File: config.mk
export PLATFORM = sky130hd
export DESIGN_NAME = plot_sink
export DESIGN_NICKNAME = d
export VERILOG_FILES = /design/src/rtl/plot_sink.sv
export SDC_FILE = /design/constraint.sdc
export NUM_CORES = 1
export LEC_CHECK = 0
export ABC_AREA = 1
export CORE_MARGIN = 3
export CORE_UTILIZATION = 55
export CTS_BUF_LIST = sky130_fd_sc_hd__clkbuf_4 sky130_fd_sc_hd__clkbuf_8
export DETAILED_ROUTE_END_ITERATION = 16
export PLACE_DENSITY = 0.83
export SLEW_MARGIN = 15
export SYNTH_ARGS = -nofsm -noshare
export SYNTH_HDL_FRONTEND = slang
export SYNTH_SLANG_ARGS = --single-unit
File: constraint.sdc
create_clock -name clk -period 2.7 [get_ports clk]
set_input_delay 0.405 -clock clk [delete_from_list [all_inputs] [get_ports clk]]
set_output_delay 0.405 -clock clk [all_outputs]
set_load 0.02 [all_outputs]
File: src/rtl/plot_sink.sv
// plot_sink: receiving end of the pixel-plot stream from the screen drawers.
// Clips each {x, y, color} beat against the screen and converts it to a
// linear frame-buffer address (y*SCREEN_W + x). Accepted pixels are queued
// in a small circular FIFO and drained into the frame-buffer write port
// under a ready handshake, so drawers never stall.
//
// Ports:
//   clk, reset_n      clock, synchronous active-low reset
//   plot_in           pixel beat valid
//   x_in, y_in        pixel column / row
//   color_in          pixel color
//   mem_ready         frame buffer accepts a write this cycle
//   mem_we            write request (FIFO non-empty)
//   mem_addr/mem_data head entry address / color
//   fifo_count        FIFO occupancy, 0..DEPTH
//   clip_count        out-of-bounds beats discarded (saturating)
//   drop_count        in-bounds beats lost to a full FIFO (saturating)
//   overflow          sticky flag, set on the first drop
module plot_sink #(
  parameter int unsigned SCREEN_W = 320,
  parameter int unsigned SCREEN_H = 240,
  parameter int unsigned DEPTH    = 8
) (
  input  logic                       clk,
  input  logic                       reset_n,
  input  logic                       plot_in,
  input  logic [8:0]                 x_in,
  input  logic [7:0]                 y_in,
  input  logic [2:0]                 color_in,
  input  logic                       mem_ready,
  output logic                       mem_we,
  output logic [16:0]                mem_addr,
  output logic [2:0]                 mem_data,
  output logic [$clog2(DEPTH):0]     fifo_count,
  output logic [7:0]                 clip_count,
  output logic [7:0]                 drop_count,
  output logic                       overflow
);

  localparam int unsigned AW = $clog2(DEPTH);

  // FIFO storage: {addr[16:0], color[2:0]} per entry
  logic [19:0]   buf_q [DEPTH];

  logic [AW-1:0] wr_ptr_q, wr_ptr_d;
  logic [AW-1:0] rd_ptr_q, rd_ptr_d;
  logic [AW:0]   count_q, count_d;
  logic [7:0]    clip_q, clip_d;
  logic [7:0]    drop_q, drop_d;
  logic          ovf_q, ovf_d;

  logic          in_bounds;
  logic [16:0]   row_base;
  logic [16:0]   addr;
  logic          full;
  logic          pop;
  logic          push;

  // Address arithmetic kept at 17 bits; the row product never exceeds
  // the frame size, so the cast only drops unused upper zeros.
  always_comb begin
    row_base  = 17'(32'(y_in) * SCREEN_W);
    addr      = row_base + {8'b0, x_in};
    in_bounds = (32'(x_in) < SCREEN_W) && (32'(y_in) < SCREEN_H);
  end

  always_comb begin
    full = (count_q == (AW+1)'(DEPTH));
    pop  = (count_q != '0) && mem_ready;
    // A full FIFO still accepts a beat when the head retires in the same cycle.
    push = reset_n && plot_in && in_bounds && (!full || pop);
  end

  always_comb begin
    wr_ptr_d = wr_ptr_q;
    rd_ptr_d = rd_ptr_q;
    count_d  = count_q;
    clip_d   = clip_q;
    drop_d   = drop_q;
    ovf_d    = ovf_q;

    if (push) wr_ptr_d = wr_ptr_q + AW'(1);
    if (pop)  rd_ptr_d = rd_ptr_q + AW'(1);

    if (push && !pop)      count_d = count_q + (AW+1)'(1);
    else if (pop && !push) count_d = count_q - (AW+1)'(1);

    if (plot_in) begin
      if (!in_bounds) begin
        if (clip_q != '1) clip_d = clip_q + 8'd1;
      end else if (full && !pop) begin
        if (drop_q != '1) drop_d = drop_q + 8'd1;
        ovf_d = 1'b1;
      end
    end
  end

  always_ff @(posedge clk) begin
    if (!reset_n) begin
      wr_ptr_q <= '0;
      rd_ptr_q <= '0;
      count_q  <= '0;
      clip_q   <= '0;
      drop_q   <= '0;
      ovf_q    <= 1'b0;
    end else begin
      wr_ptr_q <= wr_ptr_d;
      rd_ptr_q <= rd_ptr_d;
      count_q  <= count_d;
      clip_q   <= clip_d;
      drop_q   <= drop_d;
      ovf_q    <= ovf_d;
    end
  end

  // Storage needs no reset: pointers and count define which entries are live.
  always_ff @(posedge clk) begin
    if (push) buf_q[wr_ptr_q] <= {addr, color_in};
  end

  always_comb begin
    mem_we     = (count_q != '0);
    mem_addr   = buf_q[rd_ptr_q][19:3];
    mem_data   = buf_q[rd_ptr_q][2:0];
    fifo_count = count_q;
    clip_count = clip_q;
    drop_count = drop_q;
    overflow   = ovf_q;
  end

endmodule

Word level (Yosys, flattened, before mapping):

Memory sizes are Yosys's and may differ from the RTL's. A register that Yosys moved wholly into a read port is not among the register bits.
Index checks and enable logic that the tools add are counted.
W data, S select, Z words.

* flip-flop bits (word level): 27
* memory bits (writable): 160
* input bits: 24
* output and inout port bits: 42
* word-level logic and storage cells: 44
* memories: 1

Memories
* buf_q: words 8, bits a word 20, read ports 1, clocked after memory_dff 1, wr ports 1, RTL line 43 `logic [19:0] buf_q [DEPTH];`

* $add $sub $neg: 7
* multiply operators: 1
* order comparisons: 2
* equality and inequality tests: 3
* multiplexer cells: 6
* bitwise gates (word level): 1
* reduce and logical (&&, ||, !) cells: 17

Operators by type and width (number)
* $add A17 B9 Y17: 1
* $add A8 B1 Y8 const B: 2
* $ne A8 B8 Y1 const B: 2
* $mul A8 B3 Y11 const B: 1
* $lt A9 B9 Y1 const B: 1
* $logic_and A1 B1 Y1: 8
* $lt A8 B8 Y1 const B: 1
* $mux W4: 2
* $add A3 B1 Y3 const B: 2
* $mux W3: 2
* $reduce_and A3 Y1: 2
* $add A4 B1 Y4 const B: 1
* $eq A4 B4 Y1 const B: 1
* $reduce_and A4 Y1: 1
* $reduce_bool A4 Y1: 1
* $sub A4 B1 Y4 const B: 1
* $logic_not A1 Y1: 3
* $mux W1: 2
* $reduce_bool A2 Y1: 1
* $logic_or A1 B1 Y1: 1
* $not A1 Y1: 1

Logic depth before layout (Yosys ltp):

Gate-level depths: netlist (run 1).

* depth after elaboration: 8
* gate-level depth with buffers: 13
* gate-level depth less buffers: 13

Least setup slack after synthesis (run 1):

OpenSTA, ideal clock, no wires.

* path kind: reg2reg
* from: register count_q[0] (netlist: fifo_count[0])
* to: memory buf_q[1][0] (enable)
* data arrival time: 2075 ps
* required time: 2303 ps
* slack: 228 ps
* stages on the path, launching flop included: 7
* path buffers: 0
* period minus slack after synthesis: 2472 ps
* cell sequence: dfxtp_1 > nor2_1 > nand3_1 > inv_2 > nor3_4 > nand2_1 > nor2_1

* word-level cells in the longest chain between the ends: 6
* elaborated cells between the ends (all ways): 8
* classes of those cells: eq/ne (1); mux (2); reduce/logical (5)

Ends and longest elaborated chain
* start, declared: RTL line 47 `logic [AW:0] count_q, count_d;`
* start signal, assigned: RTL line 109 `count_q <= count_d;`
* $eq A4 B4 Y1 or $reduce_bool A4 Y1 (tied branches): RTL line 68, 69
* $logic_not A1 Y1 or $logic_and A1 B1 Y1 (tied branches): RTL line 71, 69
* $logic_or A1 B1 Y1 (*): RTL line 71 `push = reset_n && plot_in && in_bounds && (!full || pop);`
* $logic_and A1 B1 Y1 (*): RTL line 71
* via push: RTL line 57 `logic push;`
* $mux W1 (*): RTL line 118 `if (push) buf_q[wr_ptr_q] <= {addr, color_in};`
* $mux W1 (implied by the code) (*): RTL line 118
* end, declared: RTL line 43

The timed path passes the listed nets; every way through them passes the cells marked *.

Worst setup path after layout (run 1):

* from: input y_in[1]
* to: memory buf_q[3][19], data pin

* word-level cells in the longest chain between the ends: 2

Ends and longest elaborated chain
* start, declared: RTL line 28 `input logic [7:0] y_in,`
* $mul A8 B3 Y11: RTL line 62 `row_base = 17'(32'(y_in) * SCREEN_W);`
* $add A17 B9 Y17: RTL line 63 `addr = row_base + {8'b0, x_in};`
* via addr[16]: RTL line 54 `logic [16:0] addr;`

The timed path passes the listed nets, and every way through them passes these cells.

==> flow_metrics.tcl, run 1 <==
set metrics [dict create \
    period_needed_ns 2.56 \
    start_util_pct 56.6 \
    cp_slowest_cell "clkdlybuf4s50_1" \
    drv_cap 0 \
    cts_tree "built" \
    rsz0062_at_grt "false" \
    critPathMaxFanout 8 \
    cp.required_ns 2.86 \
    fp.dieW_um 129 \
    worstPathArrival_ns 2.72 \
    totalPowerFinal_mw 8.00 \
    track_usage_pct 21.8 \
    grt_start_max_net_pins 49 \
    critPathBufInv 2 \
    routed_wirelength_um 17500 \
    io_buffers 65 \
    worstSetupStartpointType "input port" \
    antenna_left 0 \
    dieArea_um2 16600 \
    ctsRootBufferMaster "clkbuf_8" \
    area_growth_pct 20.5 \
    finalHoldViolCount 0 \
    crit_path_cell_trace "clkdlybuf4s50_1, ha_1, ha_1, fa_1, nand2_1, nand3_1, nand3b_1, nand2_1, inv_1, nor2_2, nand3b_1, nand2_1" \
    worst_slew_pin_slew_ns 0.528 \
    final-setup-viol-count 0 \
    antenna_found_initial 0 \
    hold_ws_ns 0.472 \
    yosysTopAreaCell "edfxtp_1" \
    drtPass1Iterations 5 \
    drv_slew 0 \
    cpMostUsedCell "nand2_1" \
    grt_pass1_vias 5598 \
    max_freq_mhz 391 \
    dp_hpwl_um 11100 \
    synth-simple-area-share_pct 16.6 \
    cp_top_family "adder cells" \
    clk_latency_ns 0.46 \
    synth_top_family_by_area "simple AND/OR/NAND/NOR gates" \
    wl_per_cell_um 16.8 \
    hold_path_class "flip-flop to flip-flop" \
    vias_per_cell 5.64 \
    synth-adder-area-share_pct 4.04 \
    grt_overflow 0 \
    cts_made_buffers 17 \
    finalCritPeriodShare_pct 94.8 \
    critPathMaxStageDelay_ns 0.45 \
    gp_congestion 0.851 \
    synth-compound-area-share_pct 8.90 \
    path_clk_slew_ns 0.10 \
    p_leak_nw 3.70 \
    synth-seq-cells 190 \
    clock_path_buffers 2 \
    coreArea_um2 14600 \
    syn-cell-area_um2 8290 \
    synth_top_area_share_pct 57.9 \
    cts.sinks 190 \
    synthCells 757 \
    htree_levels 4 \
    final_area_um2 9990 \
    grt_pass1_wl_um 27900 \
    cts_setup_buffers 0 \
    holdBufCountCts 0 \
    antennaDiodeCount 0 \
    syn_nets 806 \
    end_kind "flip-flop" \
    yosysSeqAreaShare_pct 65.2 \
    layout-drive-gt1-share_pct 11.6 \
    crit_type "input port to flip-flop" \
    synth_xor_area_share_pct 2.01 \
    post_dp_cell_area_um2 9530 \
    rows 44 \
    ys_warn_count 0 \
    die_h_um 129 \
    p_per_area_nw_per_um2 800 \
    drc_errors 0 \
    synth.distinct_cells 30 \
    finClkSkew_ns 0.0108 \
    outcome "completed" \
    peakVddDrop_uv 400 \
    ios 66 \
    synth_mux_area_share_pct 0 \
    drt_iter0_markers 622 \
    final_nets 897 \
    netlist_top_cells_area "edfxtp_1 (58%), dfxtp_1 (7.2%), nor2_1 (7.2%)" \
    n_fill_cell 1010 \
    maxSlewHeadroom_pct 64.7 \
    syn_avg_cell_area_um2 11.0 \
    dr_total_vias 5899 \
]
## registers in the layout (all words and copies together), names as in the netlist, named ones only
| name | count |
|---|---|
| buf_q | 160 |
| rd_ptr_q | 3 |
| overflow | 1 |
| clip_count | 8 |
| fifo_count | 4 |
| drop_count | 8 |
| wr_ptr_q | 3 |
## layout make-up
| cell class | count | area, um2 | area share [%] |
|---|---|---|---|
| multi-input cells | 498 | 2670 | 26.7 |
| flip-flops and latches | 190 | 5410 | 54.2 |
| clock inverters | 15 | 198 | 1.98 |
| repair buffers | 105 | 1110 | 11.1 |
| well taps | 184 | 230 | 2.30 |
| clock buffers | 17 | 234 | 2.34 |
| inverters | 36 | 135 | 1.35 |
## metal layers
layer	wire length, um	GRT usage, %
met5	0	0
met4	160	7.35
met3	1210	4.44
met2	8980	37.4
met1	7160	27.8
## cell usage after synthesis
cell type / count
nand3_4: 1
or2_4: 1
o21ai_0: 51
o21bai_1: 1
dfxtp_1: 30
xor2_1: 10
nor3_1: 2
edfxtp_1: 160
nor3_4: 1
xnor2_1: 9
o21ai_1: 1
ha_1: 22
nand3_1: 23
o32ai_1: 40
nor2_2: 6
a21oi_1: 21
inv_2: 5
inv_1: 31
nand2_1: 136
nand3b_1: 2
o21ai_2: 1
clkbuf_1: 26
nor2_1: 160
a31oi_1: 1
nand4_2: 1
nor2_4: 1
nand4_1: 4
buf_1: 1
fa_1: 3
buf_2: 6
## power breakdown
part	total (mW)	switching, mW	internal (mW)
logic	2.57	1.55	1.01
registers	3.47	0.131	3.34
clock network	1.96	1.08	0.879
total	8.00	2.76	5.23
## logic make-up after synthesis
family                     Yosys count
and+or+nand+nor                    338
DFF                                190
AOI/OAI and AO/OA                  116
buffers and inverters               69
adders and majority gates           25
xor gates and xnor gates            19
## timing repair
action                                  CTS  global route
gates resized for setup                  21             7
pin swaps                                 0             1
cloned                                    0             0
endpoints found under the setup margin   28            26
## per-stage QoR
stage | utilization, % | setup TNS (ns) | worst slack, ns | instances
after floorplan | - | 0 | 0.228 | 757
after global placement | 65.1 | -9.98 | -0.255 | 1013
after detailed placement | 65.1 | -14.92 | -0.424 | 1013
after CTS | 68.0 | 0 | 0.0153 | 1045
after global routing | 68.2 | 0 | 0.0110 | 1045
final | 68.2 | 0 | 0.141 | 1045
## worst register-to-register path, cell delays in order, from the launching register on
cell	delay [ns]
dfxtp_1	0.45
nor2_1	0.10
nand3_1	0.11
inv_2	0.06
nor3_4	0.18
ha_1	0.19
inv_1	0.09
ha_1	0.33
a21oi_1	0.18
nand3_1	0.09
nand2_1	0.08
nor2_1	0.05
o21ai_0	0.16
a21oi_1	0.05
## path summary, 6_finish.rpt
kind	endpoint	cells after the start	startpoint	slack [ns]
setup / recovery	buf_q[3][19]	12	y_in[1]	0.14
hold / removal	rd_ptr_q[2]	2	rd_ptr_q[2]	0.47
setup reg to reg	fifo_count[3]	13	fifo_count[0]	0.47
hold reg to reg	rd_ptr_q[2]	2	rd_ptr_q[2]	0.47
## cells in the final DEF, fill, tap and decap left out, drive strengths merged
| cell type | Yosys | routed |
|---|---|---|
| clkdlybuf4s50 | 0 | 45 |
| dfxtp | 30 | 30 |
| dlygate4sd2 | 0 | 18 |
| xnor2 | 9 | 9 |
| nand4 | 5 | 5 |
| a31oi | 1 | 1 |
| o32ai | 40 | 40 |
| inv | 36 | 45 |
| bufinv | 0 | 2 |
| nand3 | 24 | 24 |
| nor2 | 167 | 167 |
| nand3b | 2 | 2 |
| a21oi | 21 | 21 |
| o21bai | 1 | 1 |
| o21ai | 53 | 53 |
| or2 | 1 | 1 |
| fa | 3 | 3 |
| clkbuf | 26 | 17 |
| buf | 7 | 40 |
| xor2 | 10 | 10 |
| nor3 | 3 | 3 |
| ha | 22 | 22 |
| edfxtp | 160 | 160 |
| nand2 | 136 | 136 |
| dlymetal6s2s | 0 | 2 |
| clkinv | 0 | 4 |
(Power assumes the default switching activity.)
==> inputs of run 2 (changes only) <==
Settings changed: CORE_MARGIN 3 to 4, GPL_TIMING_DRIVEN set to 0.
Clock period 2.7 ns to 2.8 ns, I/O delays scaled along.
==> run 2 against run 1 <==
- core utilization shrank 1.4 points
- first-iteration DRC count grew 5.1%
- clock power about the same
- clock-buffer cell count grew 1
- worst setup slack got worse by 0.067 ns
- final cell count fell by 0.38%
- sequential cell count did not move
- final area decreased by 2.1%
- via count rose by 0.46%
- power decreased by 2.5%
- die area rose by 3.1%
==> flow_metrics.tcl, run 2 (same netlist as run 1, synthesis figures left out) <==
set metrics [dict create \
    critPathMaxFanout 8 \
    end_kind "flip-flop" \
    dr_total_vias 5926 \
    critPathBufInv 1 \
    io_buffers 65 \
    wl_per_cell_um 17.2 \
    cts_tree "built" \
    p_per_area_nw_per_um2 797 \
    drt_iter0_markers 654 \
    final_area_um2 9780 \
    crit_type "input port to flip-flop" \
    start_util_pct 56.6 \
    finalHoldViolCount 0 \
    routed_wirelength_um 17900 \
    dp_hpwl_um 11900 \
    final_cell_mix "edfxtp_1 (160), nor2_1 (156), nand2_1 (134), o21ai_0 (51), clkdlybuf4s50_1 (45)" \
    drc_errors 0 \
    clock_path_buffers 2 \
    ctsResizeCount 47 \
    finClkSkew_ns 0.0133 \
    path_clk_slew_ns 0.09 \
    finalCritPeriodShare_pct 97.3 \
    antenna_found_initial 0 \
    cp.required_ns 2.97 \
    vias_per_cell 5.69 \
    holdPathStages 2 \
    hold_path_class "flip-flop to flip-flop" \
    cp.depth 7 \
    fin_util_pct 66.8 \
    p_leak_nw 3.59 \
    outcome "completed" \
    cts_setup_buffers 0 \
    grt_pass1_vias 5724 \
    grt_pass1_wl_um 28200 \
    cp_top_family "adder cells" \
    final_common_cell "edfxtp_1" \
    max_freq_mhz 367 \
    final_nets 893 \
    worst_slew_pin_slew_ns 0.694 \
    cts_made_buffers 17 \
    drtPass1Iterations 5 \
    rsz0062_at_grt "true" \
    largest_register "buf_q" \
    holdBufCountCts 0 \
    htree_levels 4 \
    die_h_um 131 \
    cp_slowest_cell "xor2_1" \
    antenna_left 0 \
    track_usage_pct 21.6 \
    antennaDiodeCount 0 \
    cpMostUsedCell "ha_1" \
    dieArea_um2 17100 \
    worstSetupStartpointType "input port" \
    drv_cap 0 \
    post_dp_cell_area_um2 9240 \
    layout-drive-gt1-share_pct 10.3 \
    period_needed_ns 2.73 \
    worstPathArrival_ns 2.90 \
    cts.sinks 190 \
    critPathMaxStageDelay_ns 0.59 \
    final-setup-viol-count 0 \
    crit_path_cell_trace "clkdlybuf4s50_1, ha_1, ha_1, fa_1, nand2_1, a31oi_1, xor2_1" \
    coreArea_um2 14600 \
    clk_latency_ns 0.47 \
    ios 66 \
    maxSlewHeadroom_pct 53.4 \
    totalPowerFinal_mw 7.80 \
    gp_congestion 0.857 \
    grt_overflow 0 \
    grt_start_max_net_pins 21 \
    ctsRootBufferMaster "clkbuf_8" \
    peakVddDrop_uv 306 \
    area_growth_pct 17.9 \
    drv_slew 0 \
    largest_reg_flops 160 \
    fp.dieW_um 131 \
    rows 44 \
    reg2regPathDepth 7 \
]
## run 2: cell count changes in the layout (fill, tap and decap cells not counted), sizes merged
cell	change
buf	-29
bufinv	+2
clkbuf	+26
clkdlybuf4s15	+4
clkinv	-2
clkinvlp	+2
dlygate4sd2	-2
dlymetal6s2s	-2
inv	-3
## run 2: cell type report
| cell class | count | area (um2) |
|---|---|---|
| buffer | 32 | 169 |
| clock buffer | 18 | 241 |
| clock inverter | 14 | 205 |
| fill | 1049 | 4870 |
| inverter | 36 | 135 |
| multi-input combinational | 498 | 2700 |
| sequential | 190 | 5410 |
| tap | 184 | 230 |
| timing repair buffer | 69 | 691 |
## run 2: worst paths after layout
| check | start | to | slack [ns] |
|---|---|---|---|
| setup reg to reg | fifo_count[0] | buf_q[5][9] | 0.39 |
| hold / removal | rd_ptr_q[2] | flip-flop | 0.48 |
| hold reg to reg | rd_ptr_q[2] | flip-flop | 0.48 |
| setup / recovery | y_in[1] | buf_q[5][14] | 0.07 |
## run 2: layer usage
layer	vias up	global-route usage, %	share of wire (%)
li1	2825	-	-
met1	2803	27.8	42
met2	266	36.2	50
met3	32	5.12	6.9
met4	0	7.08	1.7
met5	-	0	0
## run 2: power by group
part	leakage (nW)	internal, mW	switching (mW)	total, mW
combinational	1.68	0.901	1.62	2.52
sequential	1.69	3.22	0.0829	3.30
clock	0.219	1.00	0.972	1.97
## run 2: stage by stage
stage	hold slack, ns	worst slack, ns	setup TNS [ns]	cells
after floorplan	0.433	0.328	0	757
after global placement	0.452	-0.900	-115.08	1006
after detailed placement	0.456	-0.456	-56.73	1010
after CTS	0.472	0.0425	0	1041
after global routing	0.510	-0.0415	-0.909	1041
final	0.478	0.0742	0	1041
## run 2: worst min-delay path, cell delays in order (launching register included)
cell and delay (ns):
dfxtp_1 0.32, inv_1 0.05, a21oi_1 0.07
==> inputs of run 3 (changes only) <==
Settings changed: PLACE_DENSITY 0.83 to 0.75.
==> run 3 against run 2 <==
- clock power down 9.6%
- worst hold slack worse by 0.0098 ns
- first-iteration DRC count down 21%
- clock skew up 0.0034 ns
- final cell count unchanged
- combinational power up 4%
- critical path type unchanged
- largest power group unchanged
- highest routed layer unchanged
==> flow_metrics.tcl, run 3 (same netlist as run 1, synthesis figures left out) <==
set metrics [dict create \
    final_cell_mix "edfxtp_1 (160), nor2_1 (156), nand2_1 (134), o21ai_0 (51), clkdlybuf4s50_1 (45)" \
    fp.dieW_um 131 \
    drv_cap 0 \
    p_leak_nw 3.70 \
    maxSlewHeadroom_pct 48.0 \
    clock_path_buffers 2 \
    hold_ws_ns 0.469 \
    regToRegStartpoint "fifo_count[0]" \
    drv_slew 0 \
    crit_start "y_in[1]" \
    critPathMaxStageDelay_ns 0.57 \
    start_util_pct 56.6 \
    finalHoldViolCount 0 \
    cts_tree "built" \
    ios 66 \
    timing.setup.tns_ns 0 \
    dieArea_um2 17100 \
    crit_path_cell_trace "clkdlybuf4s50_1, ha_1, ha_1, fa_1, nand2_1, a31oi_1, xor2_1" \
    holdBufCountCts 0 \
    ctsRootBufferMaster "clkbuf_8" \
    antenna_left 0 \
    peakVddDrop_uv 398 \
    crit_type "input port to flip-flop" \
    finalCritPeriodShare_pct 98.7 \
    dp_hpwl_um 12500 \
    routed_wirelength_um 18200 \
    grt_pass1_vias 5943 \
    io_buffers 65 \
    antenna_found_initial 0 \
    worst_slew_pin_slew_ns 0.774 \
    dr_total_vias 5914 \
    p_per_area_nw_per_um2 783 \
    cts_setup_buffers 0 \
    wl_per_cell_um 17.5 \
    drc_errors 0 \
    coreArea_um2 14600 \
    path_clk_slew_ns 0.10 \
    layout-drive-gt1-share_pct 10.5 \
    largest_reg_flops 160 \
    final_common_cell "edfxtp_1" \
    grt_overflow 0 \
    cp.required_ns 2.97 \
    grt_pass1_wl_um 28700 \
    final_nets 893 \
    antennaDiodeCount 0 \
    hp-start "rd_ptr_q[2]" \
    hold_path_class "flip-flop to flip-flop" \
    cts_made_buffers 17 \
    final-setup-viol-count 0 \
    outcome "completed" \
    track_usage_pct 22.2 \
    worstSetupStartpointType "input port" \
    vias_per_cell 5.68 \
    max_freq_mhz 362 \
    rows 44 \
    grt_start_max_net_pins 21 \
    critPathMaxFanout 8 \
    worstPathArrival_ns 2.94 \
    drtPass1Iterations 5 \
    cts.sinks 190 \
    preCtsSetupSlack_ns -0.526 \
    area_growth_pct 18.5 \
    drt_iter0_markers 519 \
    largest_register "buf_q" \
    die_h_um 131 \
    rsz0062_at_grt "true" \
    clk_latency_ns 0.47 \
    gp_congestion 0.860 \
    totalPowerFinal_mw 7.69 \
    rrSetupSlack_ns 0.27 \
    htree_levels 4 \
    finClkSkew_ns 0.0167 \
    cp_slowest_cell "xor2_1" \
    cpMostUsedCell "ha_1" \
    end_kind "flip-flop" \
    setup_slack_ns 0.0358 \
    period_needed_ns 2.76 \
]
## run 3: cell types whose count changed in the layout (fill, tap and decap cells not counted), moves of 2 or more
cell	previous run	this run
dlymetal6s2s_1	0	15
dlygate4sd2_1	16	5
clkdlybuf4s15_1	4	0
bufinv_16	4	2
clkbuf_2	13	11
inv_6	6	8
o32ai_1	37	35
o32ai_2	3	5
## run 3: final cells by class
cell class,instances,area [um2]
sequential,190,5410
fill,1084,4820
multi-input combinational,498,2750
timing repair buffer,69,742
clock buffer,18,241
tap,184,230
buffer,32,168
clock inverter,14,155
inverter,36,135
## run 3: path summary, 6_finish.rpt
path / to / depth (start not counted)
max: buf_q[0][14] / 7
min: rd_ptr_q[2] / 2
max reg2reg: buf_q[1][18] / 7
min reg2reg: rd_ptr_q[2] / 2
## run 3: timing repair
| item | CTS | global route |
|---|---|---|
| endpoints found under the setup margin | 28 | 137 |
| pin swaps | 0 | 0 |
| gates resized for setup | 24 | 45 |
| cloned | 0 | 0 |
## run 3: routing by layer
metal / GRT usage [%] / vias to the layer above / part of all wire [%]
li1: - / 2829 / -
met5: 0 / - / 0
met1: 28.2 / 2837 / 41
met4: 7.08 / 0 / 1.2
met2: 38.1 / 228 / 51
met3: 4.88 / 20 / 6.6
## run 3: critical path, delay by kind of cell
kind                     cells  cell delay, ns
AO/OA/AOI/OAI                1            0.28
XOR/XNOR                     1            0.57
adder cells (fa/ha/maj)      3            1.10
buffers and inverters        1            0.48
AND/OR/NAND/NOR              1            0.09
## run 3: power by group
group	internal, mW	switching [mW]	leakage (nW)
logic	0.980	1.64	1.81
registers	3.22	0.0775	1.69
clock network	0.822	0.957	0.201
total	5.02	2.67	3.70
## run 3: stage by stage
step | utilization, % | instances | area (um2)
2_1_floorplan | - | 757 | 8290
3_3_place_gp | 62.6 | 1006 | 9170
3_5_place_dp | 63.1 | 1010 | 9240
4_1_cts | 66.0 | 1041 | 9670
5_1_grt | 67.1 | 1041 | 9830
6_report | 67.1 | 1041 | 9830
